<file path="src/rtl/uart_pkg.sv">
// rtl/uart_pkg.sv - shared state encoding and defaults for the UART receive path
//
// Contents:
//   ST_*            3-bit state codes (IDLE, START, DATA, PARITY, STOP)
//   uart_state_t    enum built on those codes
//   UART_DATA_BITS  default data bits per frame
//   UART_OVERSAMPLE default sample_tick pulses per bit period
//   UART_IDLE_LEVEL level of an idle line
package uart_pkg;

  localparam logic [2:0] ST_IDLE   = 3'd0;
  localparam logic [2:0] ST_START  = 3'd1;
  localparam logic [2:0] ST_DATA   = 3'd2;
  localparam logic [2:0] ST_PARITY = 3'd3;
  localparam logic [2:0] ST_STOP   = 3'd4;

  typedef enum logic [2:0] {
    S_IDLE   = ST_IDLE,
    S_START  = ST_START,
    S_DATA   = ST_DATA,
    S_PARITY = ST_PARITY,
    S_STOP   = ST_STOP
  } uart_state_t;

  localparam int   UART_DATA_BITS  = 8;
  localparam int   UART_OVERSAMPLE = 16;
  localparam logic UART_IDLE_LEVEL = 1'b1;

endpackage

</file>
<file path="src/rtl/uart_sync2.sv">
// rtl/uart_sync2.sv - two-flop synchroniser for a single asynchronous bit
//
// Ports:
//   clk    in   1  destination clock
//   rst_n  in   1  asynchronous active-low reset; both flops load RESET_VAL
//   d      in   1  asynchronous input
//   q      out  1  synchronised output, two clk of latency
module uart_sync2 #(
  parameter logic RESET_VAL = 1'b1
) (
  input  logic clk,
  input  logic rst_n,
  input  logic d,
  output logic q
);

  logic meta;

  always_ff @(posedge clk or negedge rst_n) begin
    if (!rst_n) begin
      meta <= RESET_VAL;
      q    <= RESET_VAL;
    end else begin
      meta <= d;
      q    <= meta;
    end
  end

endmodule

</file>
<file path="src/rtl/uart_rx_frame.sv">
// rtl/uart_rx_frame.sv - oversampling 8N1 serial receiver with framing error detection
//
// Optional parity stage: define UART_RX_PARITY_EN to add a parity bit between the
// data bits and the stop bit (sense chosen by PARITY_ODD).
//
// Ports:
//   clk          in   1          system clock
//   rst_n        in   1          asynchronous active-low reset
//   sample_tick  in   1          1-clk pulse at OVERSAMPLE x baud; FSM advances only on it
//   rx           in   1          asynchronous serial line, idle high
//   rx_data      out  DATA_BITS  last good byte, held until the next good frame
//   rx_valid     out  1          1-clk pulse, rx_data updated
//   frame_err    out  1          1-clk pulse, stop bit sampled low, frame discarded
//   parity_err   out  1          1-clk pulse with rx_valid on parity mismatch
//   busy         out  1          high whenever the FSM is not idle
module uart_rx_frame
  import uart_pkg::*;
#(
  parameter int DATA_BITS  = UART_DATA_BITS,
  parameter int OVERSAMPLE = UART_OVERSAMPLE,
  parameter int PARITY_ODD = 0
) (
  input  logic                 clk,
  input  logic                 rst_n,
  input  logic                 sample_tick,
  input  logic                 rx,
  output logic [DATA_BITS-1:0] rx_data,
  output logic                 rx_valid,
  output logic                 frame_err,
  output logic                 parity_err,
  output logic                 busy
);

  localparam int TW = $clog2(OVERSAMPLE);
  localparam int BW = $clog2(DATA_BITS);

  // START waits half a bit to land mid start bit; every later bit waits a full bit.
  localparam logic [TW-1:0] TICK_MID  = TW'(OVERSAMPLE / 2 - 1);
  localparam logic [TW-1:0] TICK_LAST = TW'(OVERSAMPLE - 1);
  localparam logic [BW-1:0] BIT_LAST  = BW'(DATA_BITS - 1);

  if ((OVERSAMPLE % 2) != 0 || OVERSAMPLE < 4 || PARITY_ODD < 0 || PARITY_ODD > 1) begin : g_cfg_check
    $error("uart_rx_frame: OVERSAMPLE must be even and >= 4, PARITY_ODD must be 0 or 1");
  end

  uart_state_t          state, state_nx;
  logic [TW-1:0]        tick_cnt, tick_nx;
  logic [BW-1:0]        bit_cnt, bit_nx;
  logic [DATA_BITS-1:0] shift, shift_nx;
  logic [DATA_BITS-1:0] data_nx;
  logic                 valid_nx;
  logic                 ferr_nx;
  logic                 rx_s;
  logic                 prev_s;

`ifdef UART_RX_PARITY_EN
  logic par_bad, par_bad_nx;
  logic perr_nx;
  logic parity_err_q;
`endif

  uart_sync2 #(
    .RESET_VAL (UART_IDLE_LEVEL)
  ) u_sync (
    .clk   (clk),
    .rst_n (rst_n),
    .d     (rx),
    .q     (rx_s)
  );

  always_comb begin
    state_nx = state;
    tick_nx  = tick_cnt;
    bit_nx   = bit_cnt;
    shift_nx = shift;
    data_nx  = rx_data;
    valid_nx = 1'b0;
    ferr_nx  = 1'b0;
`ifdef UART_RX_PARITY_EN
    par_bad_nx = par_bad;
    perr_nx    = 1'b0;
`endif

    if (sample_tick) begin
      case (state)
        S_IDLE: begin
          // Edge rule: a line that was already low (break) never starts a frame.
          if (!rx_s && prev_s) begin
            state_nx = S_START;
            tick_nx  = '0;
          end
        end

        S_START: begin
          if (tick_cnt == TICK_MID) begin
            tick_nx = '0;
            if (!rx_s) begin
              state_nx = S_DATA;
              bit_nx   = '0;
            end else begin
              state_nx = S_IDLE;
            end
          end else begin
            tick_nx = tick_cnt + 1'b1;
          end
        end

        S_DATA: begin
          if (tick_cnt == TICK_LAST) begin
            shift_nx = {rx_s, shift[DATA_BITS-1:1]};
            tick_nx  = '0;
            bit_nx   = bit_cnt + 1'b1;
            if (bit_cnt == BIT_LAST) begin
`ifdef UART_RX_PARITY_EN
              state_nx = S_PARITY;
`else
              state_nx = S_STOP;
`endif
            end
          end else begin
            tick_nx = tick_cnt + 1'b1;
          end
        end

`ifdef UART_RX_PARITY_EN
        S_PARITY: begin
          if (tick_cnt == TICK_LAST) begin
            // Expected parity bit is XOR of the data, inverted for odd parity.
            par_bad_nx = rx_s ^ (^shift) ^ 1'(PARITY_ODD);
            tick_nx    = '0;
            state_nx   = S_STOP;
          end else begin
            tick_nx = tick_cnt + 1'b1;
          end
        end
`endif

        S_STOP: begin
          if (tick_cnt == TICK_LAST) begin
            if (rx_s) begin
              data_nx  = shift;
              valid_nx = 1'b1;
`ifdef UART_RX_PARITY_EN
              perr_nx  = par_bad;
`endif
            end else begin
              ferr_nx = 1'b1;
            end
            tick_nx  = '0;
            state_nx = S_IDLE;
          end else begin
            tick_nx = tick_cnt + 1'b1;
          end
        end

        default: begin
          state_nx = S_IDLE;
          tick_nx  = '0;
        end
      endcase
    end
  end

  always_ff @(posedge clk or negedge rst_n) begin
    if (!rst_n) begin
      state     <= S_IDLE;
      tick_cnt  <= '0;
      bit_cnt   <= '0;
      shift     <= '0;
      prev_s    <= UART_IDLE_LEVEL;
      rx_data   <= '0;
      rx_valid  <= 1'b0;
      frame_err <= 1'b0;
    end else begin
      state     <= state_nx;
      tick_cnt  <= tick_nx;
      bit_cnt   <= bit_nx;
      shift     <= shift_nx;
      rx_data   <= data_nx;
      rx_valid  <= valid_nx;
      frame_err <= ferr_nx;
      if (sample_tick) begin
        prev_s <= rx_s;
      end
    end
  end

`ifdef UART_RX_PARITY_EN
  always_ff @(posedge clk or negedge rst_n) begin
    if (!rst_n) begin
      par_bad      <= 1'b0;
      parity_err_q <= 1'b0;
    end else begin
      par_bad      <= par_bad_nx;
      parity_err_q <= perr_nx;
    end
  end

  assign parity_err = parity_err_q;
`else
  assign parity_err = 1'b0;
`endif

  assign busy = (state != S_IDLE);

endmodule

</file>
<file path="config.mk">
export PLATFORM = sky130hd
export DESIGN_NAME = uart_rx_frame
export DESIGN_NICKNAME = d
export VERILOG_FILES = /design/src/rtl/uart_pkg.sv /design/src/rtl/uart_sync2.sv /design/src/rtl/uart_rx_frame.sv
export SDC_FILE = /design/constraint.sdc
export NUM_CORES = 1
export LEC_CHECK = 0
export CAP_MARGIN = 20
export CELL_PAD_IN_SITES_DETAIL_PLACEMENT = 1
export CELL_PAD_IN_SITES_GLOBAL_PLACEMENT = 1
export CORE_UTILIZATION = 30
export CTS_CLUSTER_SIZE = 12
export DETAILED_ROUTE_END_ITERATION = 10
export PLACE_DENSITY = 0.54
export SLEW_MARGIN = 25
export SYNTH_ARGS = -nofsm -noshare
export SYNTH_HDL_FRONTEND = slang
export SYNTH_HIERARCHICAL = 1
export SYNTH_SLANG_ARGS = --single-unit
</file>
<file path="constraint.sdc">
create_clock -name clk -period 4.2 [get_ports clk]
set_input_delay 0.63 -clock clk [delete_from_list [all_inputs] [get_ports clk]]
set_output_delay 0.63 -clock clk [all_outputs]
set_load 0.005 [all_outputs]
</file>
==> metrics.cfg <==
[clock_tree]
cts_buffer_depth=2
clockRootBuffer=clkbuf_8
postCtsSetupRepairBufs=0
clkLatencyLatePin_ps=280
numCtsBuffers=5
htree_levels=2
postCtsHoldBufs=0
cts_resized=0
clock_sinks=31
cts_tree=built
clk_pin_slew_ps=70

[critical_path]
cp.arrival_ps=1860
cp_data_required_time_ps=3570
crit_path_start_kind=register
cp_top_family=simple AND/OR/NAND/NOR gates
critPathKind=reg -> out
path_cells=or3_2, clkdlybuf4s50_1
worst-path-max-fanout=11
crit_slowest_cell=or3_2
reg2reg_from=state[0]
critPathCaptureType=output port
slowest_delay_ps=590
crit_buf_inv=1
startpoint=state[1]

[yosys]
netlist.area_leader.share_pct=48.3
yosysUniqueCellTypes=41
syn_area_per_cell_um2=12.6
seq_area_frac_synth_pct=53.7
netlist_instances=115
synth_top_area_cell=dfrtp_1
syn-cell-area_um2=1450
ys_seq_elements=31
syn_nets=122
yosys_warnings=6
synth_area_leaders=dfrtp_1 48%, mux2_4 8.3%, mux2_2 7.0%

[die]
start_util_pct=32.2
coreArea_um2=4500
die_w_um=71.6
num_rows=24
dieArea_um2=5120
ioPinCount=16
die_y_um=71.6

[timing]
slew_viol_final=0
slew-limit-headroom_pct=57.4
fmax_ghz=0.402
clock-skew-final_ps=6.68
rsz0062_at_grt=no
setup-tns-final_ps=0
final.min_clock_period_ps=2490
tightestPinTransition_ps=636
setup_viol=0
fin_crit_sh_pct=59.3
hold_viol=0
hold_slack_ps=300

[cells_and_area]
area_growth_pct=16.6
postLayoutCellArea_um2=1690
nFillCells=494
utilization_pct=37.6
multi_input_area_um2=599
regArea_um2=779
drive_gt1_share_pct=26.2
nNetsFinal=137
num_antenna_cells=0
instances_no_fill=182

[grt]
grt_usage_pct=13.5
grt_pass1_wl_um=5220
grt_pass1_vias=1019
grt_max_degree=24
grt_antenna_before_repair=0
grt-ovfl-total=0

[place]
numPlacedInstances=175
place.gp.congestion=0.743
hpwlAfterDp_um=2080
io_buffer_count=14
placed_area_um2=1610

[power_and_ir_drop]
peakVddDrop_mv=0.174
p_leak_nw=0.784
pwr_density_cell_nw_per_um2=429

[routing]
first_pass_iters=7
post_drt_wl_per_cell_um=15.9
wirelength_um=2890
drt_iter0_drc=23
via_per_inst=5.23
drc_errors=0
vias=951
ant_nets=0

[hold_path]
hp-class=in -> async

[job]
cap_violations=0

[status]
status=complete, no violations

sequential cells by signal (all words and copies together) (netlist names):
signal       cells
rx_valid         1
shift            8
prev_s           1
tick_cnt         4
frame_err        1
u_sync/meta      1
u_sync/q         1
state            3
rx_data          8
bit_cnt          3
through the flow:
step / power, mW / setup WS, ps
after floorplan: 0.461 / 2160
after global placement: 0.491 / 1530
after detailed placement: 0.495 / 1450
after CTS: 0.738 / 1700
after global routing: 0.774 / 1620
final: 0.727 / 1710
cell usage in the layout (no fill, tap or decap), types with 5 or more instances in the layout:
master and n:
clkdlybuf4s50_1 13, o21ai_0 8, nand2_1 5, mux2_2 9, dfrtp_1 28, clkbuf_8 6, inv_1 5, mux2_4 8
metal layers:
layer	share of wire [%]	routed length [µm]	up-vias	GRT usage [%]
met3	3.4	97	8	4.08
met4	1.9	54	0	5.45
met5	0	0	-	0
li1	-	-	435	-
met1	47	1350	494	17.8
met2	48	1380	14	20.7
cells by family after synthesis:
kind of cell | share of synthesized area, %
DFF | 53.7
AOI/OAI and AO/OA | 11.1
and+or+nand+nor | 10.3
adders and majority gates | 2.59
buffers and inverters | 5.00
other | 0.258
muxes | 15.3
xor gates and xnor gates | 1.81
synth_stat cells, drive strengths merged:
cell type / count
nand3b: 1
o31ai: 2
o32ai: 1
conb: 1
clkbuf: 2
and3b: 1
nand3: 3
a21oi: 1
nand2: 5
o21bai: 1
inv: 5
o221ai: 1
o41ai: 1
o2bb2ai: 2
o21ai: 9
a32o: 2
or3: 2
or3b: 2
ha: 3
and3: 1
dfstp: 3
nor2b: 3
or2: 1
mux2: 17
nor4: 1
nor3b: 1
nor2: 3
o211ai: 1
xor2: 1
and2b: 1
xnor2: 2
a31oi: 1
a22oi: 1
buf: 5
dfrtp: 28
where the power goes:
group | leakage [nW] | internal (mW) | switching (mW) | total [mW]
sequential | 0.419 | 0.320 | 0.0354 | 0.355
combinational | 0.318 | 0.0610 | 0.0719 | 0.133
clock | 0.0470 | 0.128 | 0.111 | 0.239
total | 0.784 | 0.509 | 0.218 | 0.727
worst reg2reg max path, cell delays in order, from the launching register on:
cell and delay, ps:
dfrtp_1 560, or3b_1 470, o221ai_1 290, or3_1 500, mux2_4 350
layout make-up:
class	count	area share [%]
Clock inverter	1	0.296
Tap cell	52	3.84
Timing Repair Buffer	15	8.43
Multi-Input combinational cell	72	35.4
Sequential cell	31	46.0
Clock buffer	6	4.88
Inverter	5	1.11
worst paths after layout:
| path | endpoint | slack [ps] | cells past startpoint |
|---|---|---|---|
| setup / recovery | busy | 1710 | 2 |
| hold / removal | state[2] | 300 | 1 |
| setup reg to reg | shift[3] | 1920 | 4 |
| hold reg to reg | u_sync/q | 360 | 0 |
| max in group asynchronous | u_sync/q | 3300 | 2 |
| min in group clk | u_sync/q | 360 | 0 |
Power figures use the tool's default switching activity.
